### src/rtl/ssd1331_spi_rx_if.sv
// Panel-side SSD1331 SPI lines plus the decoded command/pixel/status outputs.
// The receiver takes the slave view; a driver or bench takes the master view.
interface ssd1331_spi_rx_if;
  logic        oled_csn;
  logic        oled_clk;
  logic        oled_mosi;
  logic        oled_dc;
  logic        oled_resn;

  logic        cmd_valid;
  logic [7:0]  cmd_byte;
  logic        px_valid;
  logic [6:0]  px_x;
  logic [5:0]  px_y;
  logic [15:0] px_color;
  logic        display_on;
  logic [7:0]  data_format;

  modport master (
    output oled_csn, oled_clk, oled_mosi, oled_dc, oled_resn,
    input  cmd_valid, cmd_byte, px_valid, px_x, px_y, px_color, display_on, data_format
  );

  modport slave (
    input  oled_csn, oled_clk, oled_mosi, oled_dc, oled_resn,
    output cmd_valid, cmd_byte, px_valid, px_x, px_y, px_color, display_on, data_format
  );
endinterface

### src/rtl/ssd1331_spi_rx.sv
// SSD1331 SPI receiver: rebuilds bytes from the oled_* lines, decodes commands,
// tracks the address window and emits (x, y, color) strobes for every pixel written.
module ssd1331_spi_rx #(
  parameter int unsigned WIDTH       = 96,
  parameter int unsigned HEIGHT      = 64,
  parameter int unsigned SYNC_STAGES = 2
) (
  input logic              clk,
  input logic              resn,
  ssd1331_spi_rx_if.slave  bus
);

  localparam logic [6:0] ColMax  = 7'(WIDTH - 1);
  localparam logic [5:0] RowMax  = 6'(HEIGHT - 1);
  // Bit order {resn, dc, mosi, sck, csn}; panel held in reset, chip deselected.
  localparam logic [4:0] SyncRst = 5'b00001;

  typedef enum logic [0:0] {StOpcode, StArgs} state_e;

  // ---------------------------------------------------------------------------
  // Input synchronizers
  // ---------------------------------------------------------------------------
  logic [4:0] sync_q [SYNC_STAGES];

  always_ff @(posedge clk or negedge resn) begin
    if (!resn) begin
      for (int i = 0; i < int'(SYNC_STAGES); i++) sync_q[i] <= SyncRst;
    end else begin
      sync_q[0] <= {bus.oled_resn, bus.oled_dc, bus.oled_mosi, bus.oled_clk, bus.oled_csn};
      for (int i = 1; i < int'(SYNC_STAGES); i++) sync_q[i] <= sync_q[i-1];
    end
  end

  logic csn_s, sck_s, mosi_s, dc_s, soft_rst;
  assign csn_s    = sync_q[SYNC_STAGES-1][0];
  assign sck_s    = sync_q[SYNC_STAGES-1][1];
  assign mosi_s   = sync_q[SYNC_STAGES-1][2];
  assign dc_s     = sync_q[SYNC_STAGES-1][3];
  assign soft_rst = ~sync_q[SYNC_STAGES-1][4];

  // ---------------------------------------------------------------------------
  // Byte assembly
  // ---------------------------------------------------------------------------
  logic       sck_q;
  logic [2:0] bit_cnt_q;
  logic [6:0] shift_q;
  logic       byte_done_q;
  logic [7:0] byte_q;
  logic       byte_dc_q;
  logic       sck_rise;

  assign sck_rise = sck_s & ~sck_q;

  always_ff @(posedge clk or negedge resn) begin
    if (!resn) begin
      sck_q       <= 1'b0;
      bit_cnt_q   <= 3'd0;
      shift_q     <= 7'd0;
      byte_done_q <= 1'b0;
      byte_q      <= 8'd0;
      byte_dc_q   <= 1'b0;
    end else begin
      sck_q       <= sck_s;
      byte_done_q <= 1'b0;
      if (soft_rst) begin
        bit_cnt_q <= 3'd0;
      // The 8th edge still lands if csn rises on the same cycle.
      end else if (sck_rise && (!csn_s || bit_cnt_q == 3'd7)) begin
        shift_q   <= {shift_q[5:0], mosi_s};
        bit_cnt_q <= bit_cnt_q + 3'd1;
        if (bit_cnt_q == 3'd7) begin
          byte_done_q <= 1'b1;
          byte_q      <= {shift_q, mosi_s};
          byte_dc_q   <= dc_s;
        end
      end else if (csn_s) begin
        bit_cnt_q <= 3'd0;
      end
    end
  end

  // ---------------------------------------------------------------------------
  // Command decode, window tracking and pixel emission
  // ---------------------------------------------------------------------------
  function automatic logic [1:0] num_args(input logic [7:0] op);
    case (op)
      8'hA0, 8'hA1, 8'hA2, 8'hA8, 8'hAD, 8'hB0, 8'hB1, 8'hB3, 8'hBB, 8'hBE,
      8'h81, 8'h82, 8'h83, 8'h87, 8'h8A, 8'h8B, 8'h8C: num_args = 2'd1;
      8'h15, 8'h75:                                    num_args = 2'd2;
      default:                                         num_args = 2'd0;
    endcase
  endfunction

  function automatic logic [6:0] clamp_col(input logic [7:0] b);
    clamp_col = (b[6:0] > ColMax) ? ColMax : b[6:0];
  endfunction

  function automatic logic [5:0] clamp_row(input logic [7:0] b);
    clamp_row = (b[5:0] > RowMax) ? RowMax : b[5:0];
  endfunction

  state_e      state_q;
  logic [7:0]  op_q, arg0_q, hi_q;
  logic        arg_idx_q, half_q;
  logic [6:0]  col_q, col_start_q, col_end_q;
  logic [5:0]  row_q, row_start_q, row_end_q;
  logic        cmd_valid_q, px_valid_q, display_on_q;
  logic [7:0]  cmd_byte_q, data_format_q;
  logic [6:0]  px_x_q;
  logic [5:0]  px_y_q;
  logic [15:0] px_color_q;

  logic       col_wrap, row_wrap, mode8;
  logic [6:0] adv_col;
  logic [5:0] adv_row;

  assign col_wrap = (col_q == col_end_q) || (col_q == ColMax);
  assign row_wrap = (row_q == row_end_q) || (row_q == RowMax);
  assign mode8    = (data_format_q[7:6] == 2'b00);

  // Wrapping on the panel edge as well covers windows with start > end.
  always_comb begin
    adv_col = col_q;
    adv_row = row_q;
    if (!data_format_q[0]) begin
      if (col_wrap) begin
        adv_col = col_start_q;
        adv_row = row_wrap ? row_start_q : row_q + 6'd1;
      end else begin
        adv_col = col_q + 7'd1;
      end
    end else begin
      if (row_wrap) begin
        adv_row = row_start_q;
        adv_col = col_wrap ? col_start_q : col_q + 7'd1;
      end else begin
        adv_row = row_q + 6'd1;
      end
    end
  end

  always_ff @(posedge clk or negedge resn) begin
    if (!resn) begin
      state_q       <= StOpcode;
      op_q          <= 8'd0;
      arg0_q        <= 8'd0;
      arg_idx_q     <= 1'b0;
      hi_q          <= 8'd0;
      half_q        <= 1'b0;
      col_q         <= 7'd0;
      row_q         <= 6'd0;
      col_start_q   <= 7'd0;
      col_end_q     <= ColMax;
      row_start_q   <= 6'd0;
      row_end_q     <= RowMax;
      cmd_valid_q   <= 1'b0;
      cmd_byte_q    <= 8'd0;
      px_valid_q    <= 1'b0;
      px_x_q        <= 7'd0;
      px_y_q        <= 6'd0;
      px_color_q    <= 16'd0;
      display_on_q  <= 1'b0;
      data_format_q <= 8'h40;
    end else if (soft_rst) begin
      state_q       <= StOpcode;
      arg_idx_q     <= 1'b0;
      half_q        <= 1'b0;
      col_q         <= 7'd0;
      row_q         <= 6'd0;
      col_start_q   <= 7'd0;
      col_end_q     <= ColMax;
      row_start_q   <= 6'd0;
      row_end_q     <= RowMax;
      cmd_valid_q   <= 1'b0;
      cmd_byte_q    <= 8'd0;
      px_valid_q    <= 1'b0;
      px_x_q        <= 7'd0;
      px_y_q        <= 6'd0;
      px_color_q    <= 16'd0;
      display_on_q  <= 1'b0;
      data_format_q <= 8'h40;
    end else begin
      cmd_valid_q <= 1'b0;
      px_valid_q  <= 1'b0;
      if (byte_done_q && !byte_dc_q) begin
        cmd_valid_q <= 1'b1;
        cmd_byte_q  <= byte_q;
        half_q      <= 1'b0;
        if (state_q == StOpcode) begin
          if (num_args(byte_q) == 2'd0) begin
            if (byte_q == 8'hAE) display_on_q <= 1'b0;
            if (byte_q == 8'hAF) display_on_q <= 1'b1;
          end else begin
            state_q   <= StArgs;
            op_q      <= byte_q;
            arg_idx_q <= 1'b0;
          end
        end else if (num_args(op_q) == 2'd2 && !arg_idx_q) begin
          arg0_q    <= byte_q;
          arg_idx_q <= 1'b1;
        end else begin
          state_q <= StOpcode;
          case (op_q)
            8'hA0: data_format_q <= byte_q;
            8'h15: begin
              col_start_q <= clamp_col(arg0_q);
              col_end_q   <= clamp_col(byte_q);
              col_q       <= clamp_col(arg0_q);
            end
            8'h75: begin
              row_start_q <= clamp_row(arg0_q);
              row_end_q   <= clamp_row(byte_q);
              row_q       <= clamp_row(arg0_q);
            end
            default: ;
          endcase
        end
      end else if (byte_done_q) begin
        // Pixel data aborts any command still waiting for arguments.
        state_q <= StOpcode;
        if (mode8 || half_q) begin
          px_valid_q <= 1'b1;
          px_x_q     <= data_format_q[1] ? ColMax - col_q : col_q;
          px_y_q     <= row_q;
          px_color_q <= mode8 ? {8'h00, byte_q} : {hi_q, byte_q};
          col_q      <= adv_col;
          row_q      <= adv_row;
          half_q     <= 1'b0;
        end else begin
          hi_q   <= byte_q;
          half_q <= 1'b1;
        end
      end
    end
  end

  assign bus.cmd_valid   = cmd_valid_q;
  assign bus.cmd_byte    = cmd_byte_q;
  assign bus.px_valid    = px_valid_q;
  assign bus.px_x        = px_x_q;
  assign bus.px_y        = px_y_q;
  assign bus.px_color    = px_color_q;
  assign bus.display_on  = display_on_q;
  assign bus.data_format = data_format_q;

endmodule

### src/flat_wrapper.sv
// flat-port wrapper written by rule: the top's interface ports become plain ports
module ssd1331_spi_rx_flat 
#(
  parameter int unsigned WIDTH       = 96,
  parameter int unsigned HEIGHT      = 64,
  parameter int unsigned SYNC_STAGES = 2
)
  (clk, resn, bus_oled_csn, bus_oled_clk, bus_oled_mosi, bus_oled_dc, bus_oled_resn, bus_cmd_valid, bus_cmd_byte, bus_px_valid, bus_px_x, bus_px_y, bus_px_color, bus_display_on, bus_data_format);
  ssd1331_spi_rx_if bus_i ();
  input logic clk;
  input logic resn;
  input wire logic [$bits(bus_i.oled_csn)-1:0] bus_oled_csn;
  input wire logic [$bits(bus_i.oled_clk)-1:0] bus_oled_clk;
  input wire logic [$bits(bus_i.oled_mosi)-1:0] bus_oled_mosi;
  input wire logic [$bits(bus_i.oled_dc)-1:0] bus_oled_dc;
  input wire logic [$bits(bus_i.oled_resn)-1:0] bus_oled_resn;
  output wire logic [$bits(bus_i.cmd_valid)-1:0] bus_cmd_valid;
  output wire logic [$bits(bus_i.cmd_byte)-1:0] bus_cmd_byte;
  output wire logic [$bits(bus_i.px_valid)-1:0] bus_px_valid;
  output wire logic [$bits(bus_i.px_x)-1:0] bus_px_x;
  output wire logic [$bits(bus_i.px_y)-1:0] bus_px_y;
  output wire logic [$bits(bus_i.px_color)-1:0] bus_px_color;
  output wire logic [$bits(bus_i.display_on)-1:0] bus_display_on;
  output wire logic [$bits(bus_i.data_format)-1:0] bus_data_format;
  assign bus_i.oled_csn = bus_oled_csn;
  assign bus_i.oled_clk = bus_oled_clk;
  assign bus_i.oled_mosi = bus_oled_mosi;
  assign bus_i.oled_dc = bus_oled_dc;
  assign bus_i.oled_resn = bus_oled_resn;
  assign bus_cmd_valid = bus_i.cmd_valid;
  assign bus_cmd_byte = bus_i.cmd_byte;
  assign bus_px_valid = bus_i.px_valid;
  assign bus_px_x = bus_i.px_x;
  assign bus_px_y = bus_i.px_y;
  assign bus_px_color = bus_i.px_color;
  assign bus_display_on = bus_i.display_on;
  assign bus_data_format = bus_i.data_format;
  ssd1331_spi_rx #(.WIDTH(WIDTH), .HEIGHT(HEIGHT), .SYNC_STAGES(SYNC_STAGES)) u_core (.clk(clk), .resn(resn), .bus(bus_i));
endmodule
### config.mk
export PLATFORM = sky130hd
export DESIGN_NAME = ssd1331_spi_rx_flat
export DESIGN_NICKNAME = d
export VERILOG_FILES = /design/src/rtl/ssd1331_spi_rx_if.sv /design/src/rtl/ssd1331_spi_rx.sv /design/src/flat_wrapper.sv
export SDC_FILE = /design/constraint.sdc
export NUM_CORES = 1
export LEC_CHECK = 0
export CORE_MARGIN = 5
export CORE_UTILIZATION = 60
export CTS_CLUSTER_DIAMETER = 40
export DETAILED_ROUTE_END_ITERATION = 12
export PLACE_DENSITY = 0.82
export SLEW_MARGIN = 40
export SYNTH_ARGS = -nofsm -noshare
export SYNTH_HDL_FRONTEND = slang
export SYNTH_SLANG_ARGS = --single-unit
### constraint.sdc
create_clock -name clk -period 5.8 [get_ports clk]
set_input_delay 1.16 -clock clk [delete_from_list [all_inputs] [get_ports clk]]
set_output_delay 1.16 -clock clk [all_outputs]
set_load 0.05 [all_outputs]
* Yosys cells after proc, flatten, opt, wreduce, memory -nomap -nowiden *
Cells that the tools add are included.

word-level totals
  register bits after elaboration = 144
  input port bits = 7
  output and inout bits = 48
  logic and storage cells = 240

cells by class
  add/subtract/negate cells = 4
  $lt $le $gt $ge = 4
  eq/ne operators = 69
  muxes and demuxes = 100
  bitwise operators = 6
  reduce and logical (&&, ||, !) cells = 29

operators by type and width
  operator               count
  $eq A8 B8 Y1 const B   36
  $mux W7                24
  $mux W6                23
  $mux W16               5
  $mux W8                7
  $reduce_or A17 Y1      2
  $mux W1                30
  $ne A3 B3 Y1 const B   10
  $reduce_and A4 Y1      7
  $ne A2 B2 Y1 const B   11
  $eq A8 B5 Y1 const B   2
  $eq A8 B7 Y1 const B   2
  $gt A7 B7 Y1 const B   2
  $gt A6 B6 Y1 const B   2
  $mux W2                6
  $reduce_and A6 Y1      2
  $mux W3                3
  $reduce_and A3 Y1      3
  $ne A4 B4 Y1 const B   2
  $pmux W2 S2            2
  $add A7 B1 Y7 const B  1
  $eq A7 B7 Y1           1
  $eq A7 B7 Y1 const B   1
  $sub A7 B7 Y7 const A  1
  14 further kinds       27

* Depth between registers and ports, before layout *
  depth after elaboration = 12
  depth in mapped cells = 9
  gate-level depth less buffers = 8

* Worst setup path after synthesis *
Ideal clock, no wire load.

  kind = register to register
  start point = register u_core.byte_q[0]
  end point = register u_core.op_q[0]
  library setup time = 0.125 ns
  data arrival time = 1.907 ns
  required time = 5.675 ns
  path slack = 3.769 ns
  stages on the path, launching flop included = 8
  buffers on the path = 1
  clock period less this slack = 2.031 ns
  cell sequence = dfrtp_1 -> buf_2 -> and2_1 -> o32a_1 -> o22ai_1 -> o21ai_1 -> a211oi_4 -> mux2_2

between the ends
  cells in the longest elaborated chain, start to end = 9
  elaborated cells on any way between the ends = 28
  those cells by class = eq/ne: 19; mux: 4; bitwise: 1; reduce/logical: 4

RTL lines
  what                                                          RTL line               source
  start, declared                                               ssd1331_spi_rx.sv:48   logic [7:0] byte_q;
  start signal, assigned                                        ssd1331_spi_rx.sv:73   byte_q <= {shift_q, mosi_s};
  $eq A8 B8 Y1 (tied with other cells)                          ssd1331_spi_rx.sv:86   case (op)
  $reduce_or A17 Y1 / $reduce_or A2 Y1 (equally long branches)  ssd1331_spi_rx.sv:86
  $pmux W2 S2                                                   ssd1331_spi_rx.sv:86
  $mux W2                                                       ssd1331_spi_rx.sv:189  if (state_q == StOpcode) begin
  $mux W2                                                       ssd1331_spi_rx.sv:185  if (byte_done_q && !byte_dc_q) begin
  $mux W2                                                       ssd1331_spi_rx.sv:164  end else if (soft_rst) begin
  $logic_not A2 Y1                                              ssd1331_spi_rx.sv:190  if (num_args(byte_q) == 2'd0) begin
  $not A1 Y1 (no source line)                                   n/a
  $reduce_and A4 Y1 (no source line)                            n/a
  end signal, assigned                                          ssd1331_spi_rx.sv:195  op_q <= byte_q;
  end, declared                                                 ssd1331_spi_rx.sv:103  logic [7:0] op_q, arg0_q, hi_q;

Parallel ways exist; a longest one is shown, timed or not. The select of a mux whose other input is x is not followed.
A chain may end at the register's enable or synchronous reset.

* Worst setup path after layout *
  start point = register u_core.data_format_q[1], in the netlist u_core.bus.data_format[1]
  end point = output bus_data_format[1]

RTL lines
  what                    RTL line               source
  start, declared         ssd1331_spi_rx.sv:108  logic [7:0] cmd_byte_q, data_format_q;
  start signal, assigned  ssd1331_spi_rx.sv:204  8'hA0: data_format_q <= byte_q;
  end, declared           flat_wrapper.sv:24     output wire logic [$bits(bus_i.data_format)-1:0] bus_data_format;

No word-level cell between the ends.

==> qor.txt <==
EDFF count, synth -> 0
detailed placement HPWL -> 10300 um
Remaining DRCs -> 0
worst vdd ir -> 0.000244 V
Reg power frac -> 0.469
most frequent cells in the layout -> dfrtp_1 (128), nand2_1 (119), clkdlybuf4s50_1 (53)
CTS root buffer -> clkbuf_8
area delta synth->final -> 17.8%
vias per std cell -> 6.14
Rel. slew slack -> 0.514
Compound-Gate Fraction of Synth Area -> 0.153
worst hold path type -> register to register
Slowest-stage cell, CP -> clkdlybuf4s50_1
final count of pins violating max slew -> 0
vias -> 5220
final worst-path cycle share -> 0.556
Resized cells post-CTS -> 0
largest family of logic cells by synthesized area -> simple AND/OR/NAND/NOR gates
status -> complete, no violations
Adder-Cell Fraction of Synth Area -> 0.0108
CTS tree -> done
pre-CTS setup slack -> 3.14 ns
Nets -> 709
Tmin final -> 3.23 ns
post-synthesis simple-gate area fraction -> 0.157
RSZ-0062 raised after global routing -> false
Final setup viols -> 0
Switch Pwr -> 0.000498 W
Clock Path Buffers -> 2
first-pass GRT wire length -> 26900 um
worst setup margin -> 2.57 ns
# H-tree levels -> 4
core area -> 10900 um^2
CP Capture Type -> primary output
total nets after synthesis -> 680
critical path data required time -> 4.64 ns
GRT Util Overall -> 0.259
final setup TNS -> 0 ns
Crit Path Class -> register to primary output
largest net degree at the start of global routing -> 110
Avg WL per Cell -> 18.8 um
grt ovf -> 0
Site Rows -> 38
Post CTS Setup Buffer Count -> 0
Final Util -> 0.727
TritonCTS buffer count -> 17
Die X -> 116 um
Clk pwr share -> 0.492
layout cells sized above 1 -> 0.124
CTS Sinks -> 144
Synth Warn # -> 0
Die Y -> 116 um
Initial Utilization -> 0.617
worst path cell trace -> clkdlybuf4s50_1
final hold vios -> 0
Gate power share -> 0.039
vias in the first global route -> 5440
worst-path maximum fanout -> 8
antenna violations before repair -> 0
Final Total Pwr -> 0.00225 W
family with the most delay on the worst path -> buffers and inverters
Buf/Inv on CP -> 1
FMAX -> 0.310 GHz
Leakage Power -> 3.49 nW
switching part of the total -> 0.221
Mean Syn Cell Area -> 10.1 um^2
GP Congestion -> 0.937
ys flop type -> dfrtp_1
Detailed Routing Iterations Pass 1 -> 4
Yosys reg bits -> 144
worst hold margin -> 0.347 ns
Antenna Cells -> 0
FFs w/ async S/R, synth -> 1.00
mux cell area share after synthesis -> 0.0609
PortBufs -> 54
P per Cell Area -> 285 nW/um^2
Detail Route Antenna Nets -> 0
Netlist cell types -> 59
clk_lat worst skew -> 0.54 ns
Worst-Margin Slew -> 0.727 ns
cells after synthesis -> 668
register area share after synthesis -> 0.539
DRT iter0 DRCs -> 528
routed wire length -> 16000 um
commonest non-fill, non-tap cell in the layout -> dfrtp_1
Internal Power -> 0.00176 W
full die area -> 13400 um^2
skew final -> 0.00917 ns
# fillers -> 756
Worst Path Arrival -> 2.07 ns
Synth Area in XOR/XNOR -> 0.0365
Max-Cap Viols -> 0
Syn Std Cell Area -> 6720 um^2
max incr delay on CP -> 0.95 ns
element type at the critical path start -> register
Top Ports -> 55
hold buffer count at cts -> 0
Reg clk slew, reported paths -> 0.06 ns
## power by group through the flow
stage,Combinational (W),Clock (W),Sequential (W)
after floorplan,0.0000530,0,0.00107
after global placement,0.0000800,0,0.00107
after detailed placement,0.0000846,0,0.00107
after CTS,0.0000857,0.00113,0.00106
after global routing,0.0000980,0.00118,0.00106
final,0.0000868,0.00111,0.00106
## final cells by class
type / count / area, um^2 / share of cell area
sequential: 144 / 3620 / 0.458
multi-input combinational: 453 / 2820 / 0.356
timing repair buffer: 61 / 619 / 0.0783
clock buffer: 21 / 449 / 0.0568
tap: 140 / 175 / 0.0221
clock inverter: 11 / 154 / 0.0194
inverter: 20 / 75.1 / 0.00949
## cells in the mapped netlist, types with 4 or more instances
master    instances  area share
o211a_1           7       0.010
mux2_2           23       0.039
o211ai_1          4      0.0045
buf_2            12      0.0089
inv_1            20       0.011
nand4_1           5      0.0047
dfstp_2          15       0.059
clkbuf_1         37       0.021
nand2_1         119       0.066
mux2i_1          15       0.022
a21boi_0         31       0.035
and3_1            4      0.0037
o21ai_0          52       0.039
xnor2_1          13       0.017
nand2b_1          4      0.0037
dfrtp_1         129        0.48
nand3_1          19       0.014
a31oi_1          10      0.0093
and2_1            5      0.0047
nor2_1           24       0.013
nor2b_1          13       0.012
ha_1              5      0.0093
a21oi_1          17       0.013
nor4_1            5      0.0047
xor2_1           15       0.020
o31ai_1           5      0.0056
nor3_1           10      0.0075
## flip-flops by register name, indices dropped and copies added, names as in the netlist, 7 cells and up
name,count
u_core.bus.cmd_byte,8
u_core.shift_q,7
u_core.byte_q,8
u_core.arg0_q,7
u_core.bus.data_format,8
u_core.hi_q,8
u_core.bus.px_x,7
u_core.col_end_q,7
u_core.op_q,8
u_core.col_start_q,7
u_core.col_q,7
u_core.bus.px_color,16
## final timing paths
path	start	end	slack (ns)	cells past startpoint
max	u_core.bus.data_format[1]	bus_data_format[1]	2.57	1
min reg2reg	u_core.sync_q[9]	u_core.sync_q[4]	0.35	0
max in group asynchronous	resn	u_core.row_end_q[1]	4.43	2
min	u_core.sync_q[9]	u_core.sync_q[4]	0.35	0
max reg2reg	u_core.byte_q[5]	u_core.op_q[3]	3.23	6
min in group asynchronous	resn	u_core.col_q[3]	0.54	1
## through the flow
step | cells | cell area [um^2]
after CTS | 848 | 7880
after global placement | 816 | 7260
after global routing | 850 | 7910
after detailed placement | 816 | 7270
final | 850 | 7910
after floorplan | 668 | 6720
## logic make-up (layout without fill, tap and decap cells)
kind of cell	Yosys count	after routing
AO/OA/AOI/OAI	155	155
XOR/XNOR	28	28
adder cells (fa/ha/maj)	6	6
buffers and inverters	71	113
flip-flops	144	144
multiplexers	38	38
AND/OR/NAND/NOR	226	226
## metal layers
layer / GRT usage / vias to the layer above / wire length (um)
met5: 0 / - / 0
met4: 0.125 / 0 / 545
met3: 0.0830 / 46 / 1080
met2: 0.410 / 203 / 7930
met1: 0.323 / 2606 / 6460
li1: - / 2365 / -
No activity file was read; power rests on OpenSTA's default activity.
